===== src/rtl/x9_prog_counter_if.sv =====
// x9_prog_counter_if: control strobes, branch operands, LUT write port and
// status for the X9 program counter. The decoder/sequencer drives through the
// master modport; the PC stage receives through the slave modport.
interface x9_prog_counter_if #(
   parameter int PW     = 10,
   parameter int LUT_AW = 5
);
   // program sequencing
   logic              start;
   logic              stall;
   logic              halt_i;
   // branch resolution
   logic              br_abs;
   logic              br_rel;
   logic              one_i;
   logic [LUT_AW-1:0] lut_idx;
   logic [7:0]        rel_off;
   // branch-target LUT write port
   logic              lut_we;
   logic [LUT_AW-1:0] lut_waddr;
   logic [PW-1:0]     lut_wdata;
   // call / return (only acted on when the link feature is built)
   logic              call_i;
   logic              ret_i;
   // status
   logic [PW-1:0]     prog_cnt;
   logic              busy;
   logic              done;

   modport master (
      output start, stall, halt_i,
      output br_abs, br_rel, one_i, lut_idx, rel_off,
      output lut_we, lut_waddr, lut_wdata,
      output call_i, ret_i,
      input  prog_cnt, busy, done
   );

   modport slave (
      input  start, stall, halt_i,
      input  br_abs, br_rel, one_i, lut_idx, rel_off,
      input  lut_we, lut_waddr, lut_wdata,
      input  call_i, ret_i,
      output prog_cnt, busy, done
   );
endinterface


===== src/rtl/x9_prog_counter.sv =====
// x9_prog_counter: instruction-fetch address source and branch resolution for
// the X9 core. IDLE/RUN/DONE sequencer, absolute branches through a
// software-loadable target LUT, relative branches through a signed 8-bit
// offset, all PC arithmetic modulo 2^PW.
// Optional feature macro: X9_CALL_LINK_EN builds a one-entry link register
// for call/return. Without it, call_i/ret_i are ignored.
// PW must be greater than 8 (the relative offset is sign-extended into PW).
module x9_prog_counter #(
   parameter int PW         = 10,
   parameter int LUT_AW     = 5,
   parameter int START_ADDR = 0
) (
   input  logic                  clk,
   input  logic                  rst_n,
   x9_prog_counter_if.slave      pc_if
);

   localparam int            LUT_DEPTH = 2 ** LUT_AW;
   localparam logic [PW-1:0] START_PC  = PW'(START_ADDR);
   localparam logic [PW-1:0] PC_ONE    = PW'(1);

   typedef enum logic [1:0] {
      ST_IDLE = 2'd0,
      ST_RUN  = 2'd1,
      ST_DONE = 2'd2
   } state_t;

   state_t        state_q, state_d;
   logic [PW-1:0] pc_q, pc_d;
   logic          busy_q, done_q;

   logic [PW-1:0] lut_q [LUT_DEPTH];
   logic [PW-1:0] lut_rd;
   logic [PW-1:0] rel_ext;
   logic [PW-1:0] pc_inc;
   logic          abs_taken;
   logic          rel_taken;

   // ------------------------------------------------------------------
   // Branch-target LUT: one register per entry, synchronous write in any
   // state (stall does not block software loading). The read is a plain
   // mux off the registers, so a same-cycle write to the entry being read
   // still returns the old contents.
   // ------------------------------------------------------------------
   for (genvar g = 0; g < LUT_DEPTH; g++) begin : g_lut
      // entry g: cleared on reset, loaded when addressed by the write port
      always_ff @(posedge clk or negedge rst_n) begin
         if (!rst_n) begin
            lut_q[g] <= '0;
         end else if (pc_if.lut_we && (pc_if.lut_waddr == LUT_AW'(g))) begin
            lut_q[g] <= pc_if.lut_wdata;
         end
      end
   end

   assign lut_rd = lut_q[pc_if.lut_idx];

   // ------------------------------------------------------------------
   // Datapath helpers. Additions are PW bits wide and simply drop the
   // carry, which gives the modulo-2^PW wrap in both directions.
   // ------------------------------------------------------------------
   assign rel_ext   = {{(PW-8){pc_if.rel_off[7]}}, pc_if.rel_off};
   assign pc_inc    = pc_q + PC_ONE;
   assign abs_taken = pc_if.br_abs & pc_if.one_i;
   assign rel_taken = pc_if.br_rel & pc_if.one_i;

`ifdef X9_CALL_LINK_EN
   logic [PW-1:0] link_q, link_d;

   // link register: return address captured on call, held otherwise
   always_ff @(posedge clk or negedge rst_n) begin
      if (!rst_n) begin
         link_q <= '0;
      end else begin
         link_q <= link_d;
      end
   end
`else
   // call/ret are accepted on the interface but have no effect in this build
   logic unused_call_ret;
   assign unused_call_ret = &{1'b0, pc_if.call_i, pc_if.ret_i};
`endif

   // ------------------------------------------------------------------
   // Sequencer / PC next-state. Strobes only matter in RUN; start only
   // matters in IDLE and DONE. In RUN the priority is
   // stall > halt > (call > ret) > br_abs > br_rel > increment.
   // ------------------------------------------------------------------
   // next state, next PC and next link from current state and strobes
   always_comb begin
      state_d = state_q;
      pc_d    = pc_q;
`ifdef X9_CALL_LINK_EN
      link_d  = link_q;
`endif
      unique case (state_q)
         ST_IDLE, ST_DONE: begin
            if (pc_if.start) begin
               pc_d    = START_PC;
               state_d = ST_RUN;
            end
         end

         ST_RUN: begin
            if (pc_if.stall) begin
               // hold everything
            end else if (pc_if.halt_i) begin
               // PC keeps the address of the halt instruction
               state_d = ST_DONE;
            end
`ifdef X9_CALL_LINK_EN
            else if (pc_if.call_i) begin
               // calls are unconditional; a nested call overwrites the link
               link_d = pc_inc;
               pc_d   = lut_rd;
            end else if (pc_if.ret_i) begin
               pc_d = link_q;
            end
`endif
            else if (abs_taken) begin
               pc_d = lut_rd;
            end else if (rel_taken) begin
               pc_d = pc_q + rel_ext;
            end else begin
               pc_d = pc_inc;
            end
         end

         default: begin
            state_d = ST_IDLE;
         end
      endcase
   end

   // state and PC registers; reset aborts a running program at once
   always_ff @(posedge clk or negedge rst_n) begin
      if (!rst_n) begin
         state_q <= ST_IDLE;
         pc_q    <= '0;
      end else begin
         state_q <= state_d;
         pc_q    <= pc_d;
      end
   end

   // status flags registered from the next state so they align with it
   always_ff @(posedge clk or negedge rst_n) begin
      if (!rst_n) begin
         busy_q <= 1'b0;
         done_q <= 1'b0;
      end else begin
         busy_q <= (state_d == ST_RUN);
         done_q <= (state_d == ST_DONE);
      end
   end

   assign pc_if.prog_cnt = pc_q;
   assign pc_if.busy     = busy_q;
   assign pc_if.done     = done_q;

endmodule

===== src/flat_wrapper.sv =====
// flat-port wrapper written by rule: the top's interface ports become plain ports
module x9_prog_counter_flat 
#(
   parameter int PW         = 10,
   parameter int LUT_AW     = 5,
   parameter int START_ADDR = 0
)
  (clk, rst_n, pc_if_start, pc_if_stall, pc_if_halt_i, pc_if_br_abs, pc_if_br_rel, pc_if_one_i, pc_if_lut_idx, pc_if_rel_off, pc_if_lut_we, pc_if_lut_waddr, pc_if_lut_wdata, pc_if_call_i, pc_if_ret_i, pc_if_prog_cnt, pc_if_busy, pc_if_done);
  x9_prog_counter_if #(.PW(PW), .LUT_AW(LUT_AW)) pc_if_i ();
  input  logic clk;
  input  logic rst_n;
  input wire logic [$bits(pc_if_i.start)-1:0] pc_if_start;
  input wire logic [$bits(pc_if_i.stall)-1:0] pc_if_stall;
  input wire logic [$bits(pc_if_i.halt_i)-1:0] pc_if_halt_i;
  input wire logic [$bits(pc_if_i.br_abs)-1:0] pc_if_br_abs;
  input wire logic [$bits(pc_if_i.br_rel)-1:0] pc_if_br_rel;
  input wire logic [$bits(pc_if_i.one_i)-1:0] pc_if_one_i;
  input wire logic [$bits(pc_if_i.lut_idx)-1:0] pc_if_lut_idx;
  input wire logic [$bits(pc_if_i.rel_off)-1:0] pc_if_rel_off;
  input wire logic [$bits(pc_if_i.lut_we)-1:0] pc_if_lut_we;
  input wire logic [$bits(pc_if_i.lut_waddr)-1:0] pc_if_lut_waddr;
  input wire logic [$bits(pc_if_i.lut_wdata)-1:0] pc_if_lut_wdata;
  input wire logic [$bits(pc_if_i.call_i)-1:0] pc_if_call_i;
  input wire logic [$bits(pc_if_i.ret_i)-1:0] pc_if_ret_i;
  output wire logic [$bits(pc_if_i.prog_cnt)-1:0] pc_if_prog_cnt;
  output wire logic [$bits(pc_if_i.busy)-1:0] pc_if_busy;
  output wire logic [$bits(pc_if_i.done)-1:0] pc_if_done;
  assign pc_if_i.start = pc_if_start;
  assign pc_if_i.stall = pc_if_stall;
  assign pc_if_i.halt_i = pc_if_halt_i;
  assign pc_if_i.br_abs = pc_if_br_abs;
  assign pc_if_i.br_rel = pc_if_br_rel;
  assign pc_if_i.one_i = pc_if_one_i;
  assign pc_if_i.lut_idx = pc_if_lut_idx;
  assign pc_if_i.rel_off = pc_if_rel_off;
  assign pc_if_i.lut_we = pc_if_lut_we;
  assign pc_if_i.lut_waddr = pc_if_lut_waddr;
  assign pc_if_i.lut_wdata = pc_if_lut_wdata;
  assign pc_if_i.call_i = pc_if_call_i;
  assign pc_if_i.ret_i = pc_if_ret_i;
  assign pc_if_prog_cnt = pc_if_i.prog_cnt;
  assign pc_if_busy = pc_if_i.busy;
  assign pc_if_done = pc_if_i.done;
  x9_prog_counter #(.PW(PW), .LUT_AW(LUT_AW), .START_ADDR(START_ADDR)) u_core (.clk(clk), .rst_n(rst_n), .pc_if(pc_if_i));
endmodule

===== config.mk =====
export PLATFORM = sky130hd
export DESIGN_NAME = x9_prog_counter_flat
export DESIGN_NICKNAME = d
export VERILOG_FILES = /design/src/rtl/x9_prog_counter_if.sv /design/src/rtl/x9_prog_counter.sv /design/src/flat_wrapper.sv
export SDC_FILE = /design/constraint.sdc
export NUM_CORES = 1
export LEC_CHECK = 0
export CAP_MARGIN = 0
export CORE_UTILIZATION = 40
export DETAILED_ROUTE_END_ITERATION = 8
export GPL_TIMING_DRIVEN = 0
export PLACE_DENSITY = 0.68
export SLEW_MARGIN = 20
export SYNTH_ARGS = -nofsm -noshare
export SYNTH_HDL_FRONTEND = slang
export SYNTH_SLANG_ARGS = --single-unit

===== constraint.sdc =====
create_clock -name clk -period 2.7 [get_ports clk]
set_clock_uncertainty 0.2 [all_clocks]
set_input_delay 0.54 -clock clk [delete_from_list [all_inputs] [get_ports clk]]
set_output_delay 0.54 -clock clk [all_outputs]
set_load 0.01 [all_outputs]

==> impl_metrics.toml, run 1 <==
[logic_synthesis]
yosysWarnings = 0
synth_top_area_cell = "sky130_fd_sc_hd__dfrtp_1"
synth-seq-cells = 334
ys.flop_type = "sky130_fd_sc_hd__dfrtp_1"
syn_area_per_cell_um2 = 15.8
synth-edff-count = 0
synth.cells.most_frequent = "sky130_fd_sc_hd__dfrtp_1, sky130_fd_sc_hd__mux2_2, sky130_fd_sc_hd__mux4_2"
syn-num-nets = 1043
synth_top_cells_by_area = "sky130_fd_sc_hd__dfrtp_1, sky130_fd_sc_hd__mux2_2, sky130_fd_sc_hd__mux4_2"
post-synth-top-count-cell = "sky130_fd_sc_hd__dfrtp_1"
fraction_of_registers_with_async_set_reset = 1.00
mappedNetlistArea_mm2 = 0.0157
proportion_of_synthesized_chip_area_in_sequential_cells = 0.533
synthesis.instances = 994
synth_top_area_frac = 0.533
synth.lib_cells_used.distinct = 55

[placement]
number_of_port_buffers = 38
place_worst_setup_slack_ps = -1120
hpwlAfterDp_mm = 27.4
finalWeightedCongestion = 0.798

[cells_and_area]
layout-drive-gt1-share = 0.463
fillerInstances = 3305
total_area_of_multi_input_combinational_cells_mm2 = 0.00699
design.final.nets = 1130
regArea_mm2 = 0.00836
synthToLayoutAreaGrowth_pct = 16.0

[timing]
timing_worst_slew_pin_value_ps = 1110
unrepaired_setup_endpoints_after_global_routing = "no"
postLayoutSetupSlackWorst_ps = 87.0
drv_slew = 0
fin_crit_sh = 0.968
fin_worst_hold_slack_ps = 298
achievable-frequency_ghz = 0.383
relSlewSlack = 0.258
hold_viol_final = 0
timing.setup.tns_ps = 0
layout_min_cycle_time_ps = 2610
setup_viol_count_final = 0

[detailed_routing]
final_antenna_net_count = 0
drc_errors = 0
via_per_inst = 5.74
route.detailed.wl_per_inst_um = 25.0
drt_pass1_iterations = 7
route.vias.total = 9332
drt_iter0_drc = 691
finalWirelength_mm = 40.6

[clock_tree]
clock_h_tree_levels = 2
cts.clk_slew.worst_paths_ps = 60
tritoncts = "built"
cts.path.max_buffers = 3
clock_insertion_delay_worst_skew_ps = 520
numCtsBuffers = 36
cts_sinks = 334
cell_at_the_root_of_the_clock_tree = "sky130_fd_sc_hd__clkbuf_16"

[critical_path]
timing.critical_path.from_type = "input pin"
worstRegToRegCells = 6
worst-r2r-setup-slack_ps = 260
worst-path-max-fanout = 10
worstReg2RegEnd = "u_core.pc_if.prog_cnt[8]$_DFFE_PN0P_"
worstSetupStartpoint = "pc_if_lut_idx[3]"
worstSetupEndpoint = "u_core.pc_if.prog_cnt[4]$_DFFE_PN0P_"
setup.worst_path.end_class = "register"
regToRegStartpoint = "u_core.state_q[1]$_DFF_PN0_"
timing.critical_path.required_ps = 2890
critPathKind = "in -> reg"
timing.critical_path.arrival_ps = 2800

[power]
leakagePower_nw = 7.99
worst_ir_drop_vdd_mv = 0.402
powerDensity_mw_per_mm2 = 774

[grt]
antenna_found_initial = 3
grt_max_degree = 97
grt_overflow = 0
gr-usage-all-layers = 0.212
number_of_global_route_vias_before_repair = 9642
first_pass_grt_wire_length_mm = 61.6

[die]
floorplan.rows = 72
die_x_um = 200
core_area_mm2 = 0.0386
chipHeight_um = 200
pin_count = 51
floorplan.die_area_mm2 = 0.0400
initial_core_util = 0.406

[min_path]
hp-class = "reg -> reg"

[run]
maxCapViolations = 0

[outcome]
run_status = "complete, no violations"
-- kinds of logic after synthesis --
kind of cell	after synthesis	synth area share
AND/OR/NAND/NOR	96	0.0324
AO/OA/AOI/OAI	46	0.0202
multiplexers	424	0.378
flip-flops	334	0.533
adder cells (fa/ha/maj)	10	0.00845
buffers and inverters	79	0.0252
XOR/XNOR	5	0.00279
-- worst min path at each step --
stage / from / end / slack, ps / depth (start not counted)
global placement: u_core.lut_q[303]$_DFFE_PN0P_ / u_core.lut_q[303]$_DFFE_PN0P_ / 280 / 1
floorplan: rst_n / u_core.lut_q[0]$_DFFE_PN0P_ / 40 / 0
finish: u_core.lut_q[147]$_DFFE_PN0P_ / u_core.lut_q[147]$_DFFE_PN0P_ / 300 / 1
detailed placement: u_core.lut_q[149]$_DFFE_PN0P_ / u_core.lut_q[149]$_DFFE_PN0P_ / 290 / 1
CTS: u_core.lut_q[188]$_DFFE_PN0P_ / u_core.lut_q[188]$_DFFE_PN0P_ / 300 / 1
global route: u_core.lut_q[255]$_DFFE_PN0P_ / u_core.lut_q[255]$_DFFE_PN0P_ / 310 / 1
-- registers in the layout, summed over array words and instances (netlist names) --
name,flops
u_core.pc_if.busy,1
u_core.pc_if.done,1
u_core.lut_q,320
u_core.pc_if.prog_cnt,10
u_core.state_q,2
-- per-stage QoR --
stage                     instance area [µm²]  utilization  total power, mW  std cells
after global routing                    18200        0.471             14.7       1624
after CTS                               18200        0.471             14.2       1625
after detailed placement                16900        0.439             9.10       1560
after floorplan                         15700            -             8.22        994
final                                   18200        0.471             14.1       1626
after global placement                  16700        0.433             8.97       1550
-- power by group --
group	internal [mW]	total, mW	switching, mW
Clock	3.07	5.05	1.98
Sequential	6.00	6.51	0.512
Combinational	1.50	2.52	1.02
-- worst max-delay path, stage by stage --
cell and delay, ps:
sky130_fd_sc_hd__clkdlybuf4s50_1 510, sky130_fd_sc_hd__clkinv_2 310, sky130_fd_sc_hd__buf_2 450, sky130_fd_sc_hd__mux4_2 660
sky130_fd_sc_hd__a221oi_2 250, sky130_fd_sc_hd__nand2_1 70
-- cells in the final DEF, fill, tap and decap left out, drive strengths merged, types with 2 or more instances in the layout --
| cell | Yosys | layout |
|---|---|---|
| a21oi | 8 | 8 |
| a22o | 4 | 4 |
| a22oi | 2 | 2 |
| and3 | 6 | 6 |
| buf | 21 | 32 |
| bufinv | 0 | 4 |
| clkbuf | 49 | 98 |
| clkdlybuf4s50 | 0 | 36 |
| clkinv | 2 | 11 |
| dfrtp | 334 | 334 |
| diode | 0 | 2 |
| ha | 9 | 9 |
| inv | 7 | 7 |
| mux2 | 320 | 320 |
| mux2i | 6 | 6 |
| mux4 | 98 | 98 |
| nand2 | 28 | 28 |
| nand2b | 6 | 6 |
| nand3 | 8 | 8 |
| nand3b | 2 | 2 |
| nand4 | 4 | 4 |
| nor2 | 20 | 20 |
| nor2b | 4 | 4 |
| nor3 | 8 | 8 |
| nor3b | 3 | 3 |
| nor4 | 2 | 2 |
| o211ai | 4 | 4 |
| o21a | 2 | 2 |
| o21ai | 12 | 12 |
| o31ai | 3 | 3 |
| or2 | 2 | 2 |
| xor2 | 4 | 4 |
-- routing by layer --
layer,track usage,vias to the layer above,share of wire
li1,-,3934,-
met1,0.310,5029,0.46
met2,0.323,290,0.45
met3,0.0361,75,0.060
met4,0.0616,4,0.026
met5,0,-,0.00052
-- area by class of cell --
| class | instances | share of cell area |
|---|---|---|
| clock inverters | 14 | 0.0101 |
| multi-input cells | 581 | 0.384 |
| diodes | 2 | 0.000275 |
| flip-flops and latches | 334 | 0.459 |
| well taps | 518 | 0.0356 |
| plain buffers | 69 | 0.0204 |
| repair buffers | 50 | 0.0324 |
| inverters | 9 | 0.00192 |
| clock buffers | 49 | 0.0567 |
-- repair_timing --
item / in CTS / in global routing
setup endpoints to repair: 10 / 13
hold endpoints to repair: 79 / 0
pin swaps: 1 / 1
resized for setup: 16 / 6
buffers inserted: 1 / 0
hold buffers: 1 / 0
Note: power is estimated with default switching activity, not from simulation.
==> inputs of run 2 (changes only) <==
--- a/config.mk
+++ b/config.mk
@@ -8,6 +8,7 @@
 export CAP_MARGIN = 0
 export CORE_UTILIZATION = 40
 export DETAILED_ROUTE_END_ITERATION = 8
+export GPL_ROUTABILITY_DRIVEN = 0
 export GPL_TIMING_DRIVEN = 0
 export PLACE_DENSITY = 0.68
 export SLEW_MARGIN = 20
==> results of run 2 <==
Same layout as run 1: the final DEF is identical, and so are final timing and power.
